**config.mk**
```make
export PLATFORM = sky130hd
export DESIGN_NAME = cram_loader
export DESIGN_NICKNAME = d
export VERILOG_FILES = /design/src/rtl/cram_loader_pkg.sv /design/src/rtl/cram_loader.sv
export SDC_FILE = /design/constraint.sdc
export NUM_CORES = 1
export LEC_CHECK = 0
export CORE_UTILIZATION = 50
export DETAILED_ROUTE_END_ITERATION = 6
export HOLD_SLACK_MARGIN = 0.03
export PLACE_DENSITY = 0.86
export SYNTH_ARGS = -nofsm -noshare
export SYNTH_HDL_FRONTEND = slang
export SYNTH_SLANG_ARGS = --single-unit
```
**constraint.sdc**
```tcl
create_clock -name CLK -period 5.36 [get_ports CLK]
set_clock_uncertainty 0.15 [all_clocks]
set_input_delay 1.072 -clock CLK [delete_from_list [all_inputs] [get_ports CLK]]
set_output_delay 1.072 -clock CLK [all_outputs]
set_load 0.01 [all_outputs]
```
**src/rtl/cram_loader_pkg.sv**
```systemverilog
//------------------------------------------------------------------------------
// Module : cram_loader_pkg
// Brief  : Shared constants and enumerations for the CRAM diagnostic loader.
// Rev    : 1.0  initial release
//------------------------------------------------------------------------------
`default_nettype none

package cram_loader_pkg;

  localparam int CRAM_WORDS = 2048;
  localparam int CRAM_WIDTH = 84;
  localparam int CRAM_CHUNK = 28;
  localparam int CRAM_ADR_W = $clog2(CRAM_WORDS);

  typedef enum logic [1:0] {
    OP_SETADR = 2'd0,
    OP_LOAD   = 2'd1,
    OP_WRITE  = 2'd2,
    OP_READ   = 2'd3
  } cram_loader_op_t;

  typedef enum logic [3:0] {
    ST_IDLE = 4'd0,
    ST_WR   = 4'd1,
    ST_RD   = 4'd2,
    ST_RDW  = 4'd3,
    ST_RSP0 = 4'd4,
    ST_RSP1 = 4'd5,
    ST_RSP2 = 4'd6,
    ST_VRD  = 4'd7,
    ST_VCMP = 4'd8
  } cram_loader_state_t;

endpackage

`default_nettype wire

```
**src/rtl/cram_loader.sv**
```systemverilog
//------------------------------------------------------------------------------
// Module : cram_loader
// Brief  : Diagnostic writer/reader for the 2K x 84-bit control RAM. Assembles
//          three 28-bit chunks into a microword, writes it at an auto-
//          incrementing address, and reads words back out in chunks.
//          Optional macro CRAM_LOADER_VERIFY_EN adds a read-after-write
//          verify pass with a sticky mismatch flag.
// Rev    : 1.0  initial release
//------------------------------------------------------------------------------
`default_nettype none

module cram_loader
  import cram_loader_pkg::*;
(
  input  logic                    CLK,
  input  logic                    RESET_n,
  input  logic                    cmd_valid,
  output logic                    cmd_ready,
  input  logic [1:0]              cmd_op,
  input  logic [0:35]             cmd_data,
  output logic                    rsp_valid,
  input  logic                    rsp_ready,
  output logic [0:35]             rsp_data,
  output logic [0:CRAM_ADR_W-1]   cram_adr,
  output logic [0:CRAM_WIDTH-1]   cram_din,
  output logic                    cram_we,
  input  logic [0:CRAM_WIDTH-1]   cram_dout,
  output logic                    busy,
  output logic                    verify_err
);

  cram_loader_state_t           r_state;
  cram_loader_state_t           w_next_state;
  cram_loader_op_t              w_op;
  logic                         w_cmd_fire;
  logic [0:CRAM_ADR_W-1]        r_adr;
  logic [1:0]                   r_cp;
  logic [0:CRAM_WIDTH-1]        r_hold;
  logic [0:CRAM_WIDTH-1]        r_rd;
  logic                         w_unused_ok;

  assign w_op        = cram_loader_op_t'(cmd_op);
  assign w_cmd_fire  = cmd_valid && (r_state == ST_IDLE);
  // The top byte of the payload carries nothing for any op
  assign w_unused_ok = ^cmd_data[0:7];

  assign cram_adr = r_adr;
  assign cram_din = r_hold;
  assign busy     = (r_state != ST_IDLE);

  // State register
  always_ff @(posedge CLK or negedge RESET_n) begin
    if (!RESET_n) r_state <= ST_IDLE;
    else          r_state <= w_next_state;
  end

  // Next-state decode and handshake/strobe outputs
  always_comb begin
    w_next_state = r_state;
    cmd_ready    = 1'b0;
    cram_we      = 1'b0;
    rsp_valid    = 1'b0;
    rsp_data     = '0;
    case (r_state)
      ST_IDLE: begin
        cmd_ready = 1'b1;
        if (cmd_valid) begin
          if (w_op == OP_WRITE)     w_next_state = ST_WR;
          else if (w_op == OP_READ) w_next_state = ST_RD;
        end
      end
      ST_WR: begin
        cram_we = 1'b1;
`ifdef CRAM_LOADER_VERIFY_EN
        w_next_state = ST_VRD;
`else
        w_next_state = ST_IDLE;
`endif
      end
`ifdef CRAM_LOADER_VERIFY_EN
      ST_VRD:  w_next_state = ST_VCMP;
      ST_VCMP: w_next_state = ST_IDLE;
`endif
      ST_RD:  w_next_state = ST_RDW;
      ST_RDW: w_next_state = ST_RSP0;
      ST_RSP0: begin
        rsp_valid = 1'b1;
        rsp_data  = {8'h00, r_rd[0:27]};
        if (rsp_ready) w_next_state = ST_RSP1;
      end
      ST_RSP1: begin
        rsp_valid = 1'b1;
        rsp_data  = {8'h00, r_rd[28:55]};
        if (rsp_ready) w_next_state = ST_RSP2;
      end
      ST_RSP2: begin
        rsp_valid = 1'b1;
        rsp_data  = {8'h00, r_rd[56:83]};
        if (rsp_ready) w_next_state = ST_IDLE;
      end
      default: w_next_state = ST_IDLE;
    endcase
  end

  // Address, chunk pointer, holding and readback registers
  always_ff @(posedge CLK or negedge RESET_n) begin
    if (!RESET_n) begin
      r_adr  <= '0;
      r_cp   <= 2'd0;
      r_hold <= '0;
      r_rd   <= '0;
    end else begin
      case (r_state)
        ST_IDLE: begin
          if (w_cmd_fire) begin
            case (w_op)
              OP_SETADR: begin
                r_adr <= cmd_data[25:35];
                r_cp  <= 2'd0;
              end
              OP_LOAD: begin
                case (r_cp)
                  2'd0:    r_hold[0:27]  <= cmd_data[8:35];
                  2'd1:    r_hold[28:55] <= cmd_data[8:35];
                  default: r_hold[56:83] <= cmd_data[8:35];
                endcase
                r_cp <= (r_cp == 2'd2) ? 2'd0 : r_cp + 2'd1;
              end
              default: ;
            endcase
          end
        end
        ST_WR: begin
          r_cp <= 2'd0;
`ifndef CRAM_LOADER_VERIFY_EN
          r_adr <= r_adr + 1'b1;
`endif
        end
`ifdef CRAM_LOADER_VERIFY_EN
        // Address advances only once the verify compare is done
        ST_VCMP: r_adr <= r_adr + 1'b1;
`endif
        ST_RDW: r_rd <= cram_dout;
        ST_RSP2: begin
          if (rsp_ready) r_adr <= r_adr + 1'b1;
        end
        default: ;
      endcase
    end
  end

`ifdef CRAM_LOADER_VERIFY_EN
  logic r_verify_err;

  // Sticky mismatch flag: set by a failed verify, cleared by SETADR
  always_ff @(posedge CLK or negedge RESET_n) begin
    if (!RESET_n) begin
      r_verify_err <= 1'b0;
    end else if (w_cmd_fire && (w_op == OP_SETADR)) begin
      r_verify_err <= 1'b0;
    end else if ((r_state == ST_VCMP) && (cram_dout != r_hold)) begin
      r_verify_err <= 1'b1;
    end
  end

  assign verify_err = r_verify_err;
`else
  assign verify_err = 1'b0;
`endif

endmodule

`default_nettype wire

```
==> run_results.csv <==
group,metric,value,unit
outcome,run_status,"completed",
clocking,worst_setup_hold_path_clk_slew,0.07,ns
sta,final-hold-violation-count,0,
synth,synth_top_area_share,56.4,%
setup_path,crit_slowest_cell,"sky130_fd_sc_hd__clkdlybuf4s50_1",
synth,number_of_enable_flip_flop_cells_after_synthesis,0,
setup_path,regToRegStartpoint,"r_state[1]$_DFFE_PN0P_",
synth,postSynthAreaPerCell,13.1,um2
floorplan,design.core.area,0.0159,mm2
global_routing,grt_pass1_wl,31.5,mm
setup_path,ordered_list_of_cells_on_the_worst_path,"buf_4 > nor2b_2 > buf_4 > a21oi_1 > nor2_1 > clkdlybuf4s50_1",
floorplan,io_pins,262,
route,drtAntennaViolNets,0,
finish,drive_above_1_share,24.8,%
synth,area_fraction_in_and_or_nand_and_nor_cells_after_synthesis,5.86,%
sta,final_min_period_over_clock_period,77.3,%
clocking,tritoncts,"built",
synth,synth_xor_xnor_area_share,0,%
route,post_drt_via_cell_ratio,5.41,
synth,synthFlopType,"sky130_fd_sc_hd__dfrtp_1",
clocking,clock-root-buffer,"sky130_fd_sc_hd__clkbuf_16",
route,vias,5827,
setup_path,timing.critical_path.to_type,"output port",
floorplan,initial_utilization,51.4,%
clocking,clock_tree_sinks,184,
synth,synth_fa_ha_area_share,0.460,%
setup_path,critical_path_class,"flip-flop to output port",
sta,tightest_slew,1.19,ns
setup_path,critical_path_arrival,2.92,ns
worst_hold_path,worst_hold_startpoint,"cram_din[26]$_DFFE_PN0P_",
setup_path,data_required_time_at_the_worst_endpoint,4.14,ns
global_routing,overflow,0,
synth,synth_top_family_by_area,"multiplexers",
clocking,ctsLongestPathBuffers,2,
clocking,cts_max_level,4,
sta,max_freq,241,MHz
floorplan,die_height,130,um
route,initialDrtViolationCount,273,
synth,yosys_register_bits,184,
clocking,postCtsSetupBuffers,0,
route,first_pass_iters,6,
power_and_ir_drop,finalPower,0.00582,W
synth,synthTopCellsByCount,"sky130_fd_sc_hd__dfrtp_1, sky130_fd_sc_hd__mux2_2, sky130_fd_sc_hd__nor2_1",
clocking,post_cts_resized,0,
setup_path,critPathMostFrequentCell,"sky130_fd_sc_hd__buf_4",
finish,finish.utilization,71.0,%
sta,fin_tns_setup,0,ns
worst_hold_path,min_path_cells,1,
power_and_ir_drop,power_density,516,mW/mm2
setup_path,worstSetupStartpointType,"flip-flop",
sta,slew-limit-headroom,20.7,%
clocking,cts_hold_buffers,0,
floorplan,dieArea,0.0168,mm2
setup_path,r2r-end,"r_rd[69]$_DFFE_PN0P_",
synth,area_leader_netlist,"sky130_fd_sc_hd__dfrtp_1",
global_routing,first_global_vias,6146,
sta,unrepaired_setup_endpoints_after_global_routing,"no",
synth,cells_after_synthesis,622,
global_routing,grt_start_max_net_pins,96,
synth,synth_compound_area_share,6.36,%
sta,setup_viol_count_final,0,
synth,yosysWarnings,0,
clocking,clk_latency,0.43,ns
finish,final-seq-area,0.00461,mm2
floorplan,placement_rows,46,
synth,muxShareOfSynthArea,26.9,%
synth,synth.area.top_cells,"sky130_fd_sc_hd__dfrtp_1, sky130_fd_sc_hd__mux2_2, sky130_fd_sc_hd__mux2i_1",
placed_design,port_buffers,244,
placed_design,detailed_place_hpwl,14.0,mm
sta,period_minus_slack,4.14,ns
synth,netlist_area_before_placement,0.00816,mm2
sta,finalMaxSlewViolations,0,
synth,yosysMostFrequentCell,"sky130_fd_sc_hd__dfrtp_1",
clocking,tritoncts.num_buffers,17,
floorplan,dieWidth,130,um
placed_design,global_placement_routability_congestion,0.867,
finish,multi_input_area,0.00327,mm2
power_and_ir_drop,p_leak,4.93,nW
setup_path,timing.critical_path.slowest_cell_delay,0.63,ns
worst_hold_path,holdCritPathClass,"flip-flop to flip-flop",
synth,yosys.cell_types.count,47,
finish,nets,978,
worst_hold_path,worstHoldEndpoint,"cram_din[26]$_DFFE_PN0P_",
synth,seq_area_frac_synth,56.4,%
finish,area_growth,38.2,%
route,drc,0,
global_routing,grt_antenna_before_repair,0,
synth,async_flop_share,100,%
route,post_drt_wl_per_cell,18.8,um
route,finalWirelength,20.2,mm
global_routing,tot_gr_track_use,24.7,%
placed_design,placedInstanceArea,0.0107,mm2
setup_path,r2r_cells,3,
setup_path,regToRegSetupSlack,2.21,ns
finish,insertedDiodeCount,0,
finish,final_cell_area,0.0113,mm2
setup_path,worstPathMaxFanout,30,
finish,filler_cell_count,1067,
power_and_ir_drop,ir_worst_vdd,0.234,mV
flow_run,timing.max_cap.violations,0,
==> report_power, final <==
part | switching (W) | internal [W]
registers | 0.000414 | 0.00196
clock network | 0.000577 | 0.000708
logic | 0.000869 | 0.00129
total | 0.00186 | 0.00396
==> layout by cell type (no fill, tap or decap), types with 4 or more instances in the layout <==
cell type and count:
sky130_fd_sc_hd__dfrtp_1 183, sky130_fd_sc_hd__a22oi_1 8, sky130_fd_sc_hd__nand2_1 6, sky130_fd_sc_hd__nand3_1 6, sky130_fd_sc_hd__conb_1 9, sky130_fd_sc_hd__inv_1 7
sky130_fd_sc_hd__o2bb2a_1 6, sky130_fd_sc_hd__mux2_2 168, sky130_fd_sc_hd__mux2i_1 30, sky130_fd_sc_hd__o22ai_1 5, sky130_fd_sc_hd__inv_8 4, sky130_fd_sc_hd__inv_6 4
sky130_fd_sc_hd__clkbuf_16 17, sky130_fd_sc_hd__o211ai_1 5, sky130_fd_sc_hd__o21ai_0 8, sky130_fd_sc_hd__clkdlybuf4s50_1 243, sky130_fd_sc_hd__a21oi_1 33, sky130_fd_sc_hd__nor2_1 59
sky130_fd_sc_hd__buf_4 5
==> state kept, by name (all words and copies together) (netlist names) <==
signal    flops
r_cp          2
r_rd         84
r_state       3
cram_adr     11
cram_din     84
==> routing by layer <==
layer / wire [um] / track usage (%) / vias up
met5: 0 / 0 / -
met3: 1980 / 9.43 / 30
met1: 8060 / 28.4 / 2885
li1: - / - / 2659
met4: 417 / 9.71 / 0
met2: 9770 / 41.6 / 253
==> logic make-up (layout without fill, tap and decap cells) <==
| kind of cell | Yosys count | after routing |
|---|---|---|
| multiplexers | 198 | 198 |
| flip-flops | 184 | 184 |
| AND/OR/NAND/NOR | 99 | 99 |
| AO/OA/AOI/OAI | 80 | 80 |
| buffers and inverters | 57 | 289 |
| adder cells (fa/ha/maj) | 3 | 3 |
| other | 1 | 9 |
==> worst max-delay path by stage <==
stage                                      start                        to  slack, ns  cells after the start
after floorplan                        cmd_op[0]  cram_din[29]$_DFFE_PN0P_       2.85                      6
after detailed placement  r_state[0]$_DFFE_PN0P_              rsp_data[20]       1.71                      6
final                     r_state[0]$_DFFE_PN0P_              rsp_data[13]       1.22                      6
after global placement    r_state[0]$_DFFE_PN0P_              rsp_data[29]       1.74                      6
after global routing      r_state[0]$_DFFE_PN0P_              rsp_data[13]       1.06                      6
after CTS                 r_state[0]$_DFFE_PN0P_              rsp_data[13]       1.23                      6
==> worst max-delay path: cells and delay by family, from the launching register on <==
family,cells,cell delay [ns]
and+or+nand+nor,2,0.33
AOI/OAI and AO/OA,1,0.13
buffers and inverters,3,1.40
DFF,1,0.61
==> area by class of cell <==
type	instances	share of cell area (%)
clock buffers	17	3.77
clock inverters	15	1.61
inverters	7	0.233
multi-input cells	389	29.0
flip-flops and latches	184	40.8
well taps	216	2.40
repair buffers	250	22.2
==> metrics by stage <==
stage	setup WS [ns]	std cells	hold WS, ns
6_report	1.22	1078	0.355
5_1_grt	1.06	1078	0.362
4_1_cts	1.23	1078	0.357
3_5_place_dp	1.71	1046	0.341
3_3_place_gp	1.74	1046	0.336
2_1_floorplan	2.85	630	0.330
No activity file was read; power rests on OpenSTA's default activity.
